**src/rtl/sisc_pkg.sv**
```systemverilog
// Shared constants for the SISC memory arbiter: bus widths, the arbiter
// state encoding, the fetch-starvation limit and the grant-select type.
package sisc_pkg;

   localparam int ADDR_W     = 16;
   localparam int DATA_W     = 32;
   localparam int STARVE_MAX = 3;

   // Arbiter state encoding, kept as plain constants for older tools
   localparam logic [1:0] ST_IDLE   = 2'd0;
   localparam logic [1:0] ST_ACCESS = 2'd1;
   localparam logic [1:0] ST_RESP   = 2'd2;

   // Which port owns the transaction currently in flight
   typedef enum logic {
      GNT_DM = 1'b0,
      GNT_IF = 1'b1
   } gnt_e;

   // Next starvation count after an arbitration in IDLE.
   // Fetch winning clears it; data winning over a waiting fetch bumps it,
   // saturating at STARVE_MAX; data winning alone leaves it alone.
   function automatic logic [1:0] starve_next(input logic [1:0] cur,
                                              input logic       fetch_won,
                                              input logic       fetch_waiting);
      logic [1:0] nxt;
      nxt = cur;
      if (fetch_won) begin
         nxt = 2'd0;
      end else if (fetch_waiting && (cur != 2'(STARVE_MAX))) begin
         nxt = cur + 2'd1;
      end
      return nxt;
   endfunction

endpackage

```
**src/rtl/mem_arb.sv**
```systemverilog
// Two-port memory arbiter: instruction fetch and data (load/store) share one
// synchronous single-port memory. Each access is IDLE -> ACCESS -> RESP.
//
//   state  | meaning
//   -------+-----------------------------------------------------------
//   IDLE   | no transaction; arbitrate when if_req or dm_req is high
//   ACCESS | mem_en strobe for the granted port (mem_we for a store)
//   RESP   | ack the granted port; memory read data is valid this cycle
//
// Data normally wins; after three data wins in a row over a waiting fetch,
// the fetch is forced through once so instruction fetch cannot starve.
//
// The memory returns read data during RESP, and the ack is in the same
// cycle, so the rdata outputs bypass mem_rdata during the ack cycle and
// then hold the registered copy until the next ack of that port.
module mem_arb
   import sisc_pkg::*;
(
   input  logic              clk,
   input  logic              rst_f,
   input  logic              if_req,
   input  logic [ADDR_W-1:0] if_addr,
   output logic [DATA_W-1:0] if_rdata,
   output logic              if_ack,
   input  logic              dm_req,
   input  logic              dm_we,
   input  logic [ADDR_W-1:0] dm_addr,
   input  logic [DATA_W-1:0] dm_wdata,
   output logic [DATA_W-1:0] dm_rdata,
   output logic              dm_ack,
   output logic              mem_en,
   output logic              mem_we,
   output logic [ADDR_W-1:0] mem_addr,
   output logic [DATA_W-1:0] mem_wdata,
   input  logic [DATA_W-1:0] mem_rdata,
   output logic              busy
);

   logic [1:0]        state_q;
   logic [1:0]        state_d;
   logic [1:0]        starve_q;
   gnt_e              gnt_q;
   logic              we_q;
   logic [ADDR_W-1:0] addr_q;
   logic [DATA_W-1:0] wdata_q;
   logic [DATA_W-1:0] if_rdata_q;
   logic [DATA_W-1:0] dm_rdata_q;

   logic in_idle;
   logic in_access;
   logic in_resp;
   logic arb_go;
   logic fetch_wins;

   assign in_idle   = (state_q == ST_IDLE);
   assign in_access = (state_q == ST_ACCESS);
   assign in_resp   = (state_q == ST_RESP);

   assign arb_go     = in_idle && (if_req || dm_req);
   assign fetch_wins = if_req && (!dm_req || (starve_q == 2'(STARVE_MAX)));

   // Next-state: one cycle each in ACCESS and RESP, always back to IDLE
   always_comb begin
      state_d = state_q;
      case (state_q)
         ST_IDLE:   if (arb_go) state_d = ST_ACCESS;
         ST_ACCESS: state_d = ST_RESP;
         ST_RESP:   state_d = ST_IDLE;
         default:   state_d = ST_IDLE;
      endcase
   end

   // State and starvation counter; the counter only moves on an arbitration
   always_ff @(posedge clk or posedge rst_f) begin
      if (rst_f) begin
         state_q  <= ST_IDLE;
         starve_q <= 2'd0;
      end else begin
         state_q <= state_d;
         if (arb_go) begin
            starve_q <= starve_next(starve_q, fetch_wins, if_req);
         end
      end
   end

   // Latch the winner's access fields on the IDLE->ACCESS edge
   always_ff @(posedge clk or posedge rst_f) begin
      if (rst_f) begin
         gnt_q   <= GNT_DM;
         we_q    <= 1'b0;
         addr_q  <= '0;
         wdata_q <= '0;
      end else if (arb_go) begin
         if (fetch_wins) begin
            gnt_q   <= GNT_IF;
            we_q    <= 1'b0;
            addr_q  <= if_addr;
            wdata_q <= '0;
         end else begin
            gnt_q   <= GNT_DM;
            we_q    <= dm_we;
            addr_q  <= dm_addr;
            wdata_q <= dm_wdata;
         end
      end
   end

   // Keep the read word of the last completed read for each port
   always_ff @(posedge clk or posedge rst_f) begin
      if (rst_f) begin
         if_rdata_q <= '0;
         dm_rdata_q <= '0;
      end else if (in_resp) begin
         if (gnt_q == GNT_IF) begin
            if_rdata_q <= mem_rdata;
         end else if (!we_q) begin
            dm_rdata_q <= mem_rdata;
         end
      end
   end

   assign mem_en    = in_access;
   assign mem_we    = in_access && we_q;
   assign mem_addr  = addr_q;
   assign mem_wdata = wdata_q;
   assign busy      = !in_idle;

   // Only one grant is ever in flight, so the two acks are exclusive
   assign if_ack = in_resp && (gnt_q == GNT_IF);
   assign dm_ack = in_resp && (gnt_q == GNT_DM);

   assign if_rdata = if_ack ? mem_rdata : if_rdata_q;
   assign dm_rdata = (dm_ack && !we_q) ? mem_rdata : dm_rdata_q;

endmodule

```
**config.mk**
```make
export PLATFORM = sky130hd
export DESIGN_NAME = mem_arb
export DESIGN_NICKNAME = d
export VERILOG_FILES = /design/src/rtl/sisc_pkg.sv /design/src/rtl/mem_arb.sv
export SDC_FILE = /design/constraint.sdc
export NUM_CORES = 1
export LEC_CHECK = 0
export CAP_MARGIN = 15
export CORE_MARGIN = 5
export CORE_UTILIZATION = 39
export DETAILED_ROUTE_END_ITERATION = 10
export PLACE_DENSITY_LB_ADDON = 0.1
export SETUP_SLACK_MARGIN = 0.3
export SLEW_MARGIN = 20
export SYNTH_ARGS = -nofsm -noshare
export SYNTH_HDL_FRONTEND = slang
export SYNTH_SLANG_ARGS = --single-unit
```
**constraint.sdc**
```tcl
create_clock -name clk -period 3.7 [get_ports clk]
set_input_delay 0.74 -clock clk [delete_from_list [all_inputs] [get_ports clk]]
set_output_delay 0.74 -clock clk [all_outputs]
set_load 0.02 [all_outputs]
```
==> impl_metrics.json <==
{
  "status": "finished clean",
  "intPower_w": 0.005258,
  "post_cts_buffers": 0,
  "p_sw_share_pct": 34.88,
  "clk_path_buf_depth": 2,
  "cp_num_buf_inv": 2,
  "holdWs_ps": 485.2,
  "setup_tns_ps": 0,
  "yosysMostFrequentCell": "dfrtp_1",
  "path_max_fanout": 40,
  "synth_cells": 363,
  "h-tree-depth": 4,
  "worst_pin_slew_ps": 917.2,
  "finalCritPeriodShare_pct": 86.43,
  "cts_hold_buf": 0,
  "post_cts_resized": 0,
  "grt_setup_unrepaired": "false",
  "dieArea_sq_um": 15980,
  "postRouteWirelength_mm": 13.73,
  "crit_arrival_ps": 2460,
  "fp.dieH_um": 126.4,
  "vias": 3882,
  "avgSynthCellArea_sq_um": 14.56,
  "grt_first_pass_wirelength_mm": 22.21,
  "ios": 218,
  "core_sq_um": 13240,
  "place_hpwl_mm": 9.631,
  "synthArstFlopShare_pct": 100.0,
  "ys_types": 30,
  "final-setup-viol-count": 0,
  "synthToLayoutAreaGrowth_pct": 53.95,
  "final_util_pct": 61.44,
  "syn-cell-area_sq_um": 5285,
  "antenna_found_initial": 0,
  "vdd_drop_max_mv": 0.3741,
  "grt_max_degree": 48,
  "cts_root_buffer": "clkbuf_16",
  "clk_latency_ps": 410,
  "clock_sinks": 118,
  "min_period_ps": 3198,
  "fmax_ghz": 0.3127,
  "path_cells": "nor3b_2 > and2b_4 > buf_12 > mux2_4 > clkdlybuf4s50_1",
  "start_kind": "register",
  "io_buffer_count": 217,
  "synth_top_area_share_pct": 55.87,
  "gp_congestion": 0.8620,
  "yosysWarnings": 0,
  "cp_slowest_cell": "clkdlybuf4s50_1",
  "grt_pass1_vias": 4234,
  "avgViaCountPerCell": 5.028,
  "cpPeakStageDelay_ps": 570,
  "hold_viol": 0,
  "hp-class": "register to register",
  "fin_cells": 772,
  "register_area_sq_um": 2953,
  "drc_errors": 0,
  "num_rows": 42,
  "power_frac_comb_pct": 53.1,
  "first_pass_iters": 4,
  "power.density_nw_per_um2": 992.4,
  "synth_ff_type": "dfrtp_1",
  "path_class": "register to primary output",
  "nFillCells": 1053,
  "power_frac_clock_pct": 19.3,
  "start_util_pct": 39.91,
  "cts_buffers": 17,
  "cts_tree": "yes",
  "routedWlPerCell_um": 17.78,
  "path_delay_family": "buffers and inverters",
  "grt_usage_pct": 17.26,
  "yosysTopAreaCell": "dfrtp_1",
  "die_x_um": 126.4,
  "cts.clk_slew.worst_paths_ps": 50,
  "antenna_cells": 0,
  "grt-ovfl-total": 0,
  "cap_violations": 0,
  "drt-initial-drc-count": 150,
  "p_leak_nw": 3.470,
  "cp-end-kind": "primary output",
  "slew_violations": 0,
  "synthTopCellsByCount": "dfrtp_1 (118), mux2_4 (60), mux2_2 (37)",
  "fin_skew_ps": 9.063,
  "worstPathRequired_ps": 2960,
  "synth_seq_area_share_pct": 55.87,
  "sequentialPowerShare_pct": 27.6,
  "multi_input_area_sq_um": 2081,
  "netSwitchingPower_w": 0.002817,
  "totalPowerFinal_w": 0.008075,
  "max_slew_margin_pct": 38.72,
  "nets": 686,
  "syn_nets": 465,
  "synth_seq_cells": 118,
  "synth_area_leaders": "dfrtp_1 (56%), mux2_4 (17%), mux2_2 (7.9%), a22o_1 (5.5%), buf_12 (2.3%)",
  "antenna_left": 0,
  "dp_cells": 741,
  "synth_edf_count": 0,
  "drive_above_1_share_pct": 24.33
}
logic make-up after synthesis:
| kind of cell | share of synthesized area (%) |
|---|---|
| compound gates | 10.91 |
| fa+ha+maj | 0.2367 |
| buf+inv | 4.806 |
| mux | 24.93 |
| simple gates | 3.244 |
| flops | 55.87 |
through the flow:
stage	setup slack, ps	instance area, sq um
6_report	501.9	8137
5_1_grt	389.8	8137
4_1_cts	460.3	8137
3_5_place_dp	487.5	7571
3_3_place_gp	621.9	7571
2_1_floorplan	1327	5289
state kept, by name (all words and copies together) (netlist names):
signal      flops
gnt_q           1
dm_rdata_q     32
state_q         2
we_q            1
mem_addr       16
starve_q        2
if_rdata_q     32
mem_wdata      32
path summary, 6_finish.rpt:
kind,start,endpoint,slack (ps),cells past startpoint
worst max-delay path,state_q[0],dm_rdata[28],500,5
worst min-delay path,starve_q[1],starve_q[1],490,1
worst max register to register,state_q[0],mem_addr[14],1770,5
max in group asynchronous,rst_f,mem_addr[5],2030,3
worst min register to register,starve_q[1],starve_q[1],490,1
min in group asynchronous,rst_f,mem_wdata[13],880,2
area by class of cell:
type                            count  area share (%)
Clock inverter                     10           1.292
Tap cell                          176           2.706
Inverter                            5          0.2768
Sequential cell                   118           36.29
Timing Repair Buffer              230           28.20
Multi-Input combinational cell    212           25.57
Clock buffer                       21           5.659
routing by layer:
metal / share of wire (%) / up-vias / global-route usage, %
met5: 0 / - / 0
met4: 2.0 / 0 / 6.688
met3: 9.0 / 22 / 7.398
met2: 46 / 168 / 26.28
met1: 43 / 1919 / 21.80
li1: - / 1773 / -
layout by cell type, fill, tap and decap left out, drive strengths merged:
cell / Yosys / layout
nor2b: 3 / 3
and2: 1 / 1
buf: 21 / 13
ha: 1 / 1
nand2: 2 / 2
a22o: 33 / 33
nand3: 16 / 16
nor3b: 1 / 1
dfrtp: 118 / 118
a31oi: 16 / 16
and4: 1 / 1
nor2: 2 / 2
clkinv: 0 / 6
a21oi: 16 / 16
o211a: 1 / 1
mux2: 97 / 97
o21ai: 16 / 16
a32o: 1 / 1
inv: 5 / 4
and2b: 1 / 1
clkinvlp: 0 / 3
clkbuf: 7 / 21
bufinv: 0 / 2
a21o: 1 / 1
or2: 1 / 1
clkdlybuf4s50: 0 / 217
nand2b: 1 / 1
nand3b: 1 / 1
power groups by stage:
stage / Combinational (W) / Sequential (W) / Clock (W)
after floorplan: 0.00235 / 0.00247 / 0
after CTS: 0.00435 / 0.00223 / 0.00159
after detailed placement: 0.00433 / 0.00223 / 0
after global routing: 0.00454 / 0.00231 / 0.00166
after global placement: 0.00429 / 0.00222 / 0
final: 0.00428 / 0.00223 / 0.00156
Power figures use the tool's default switching activity.
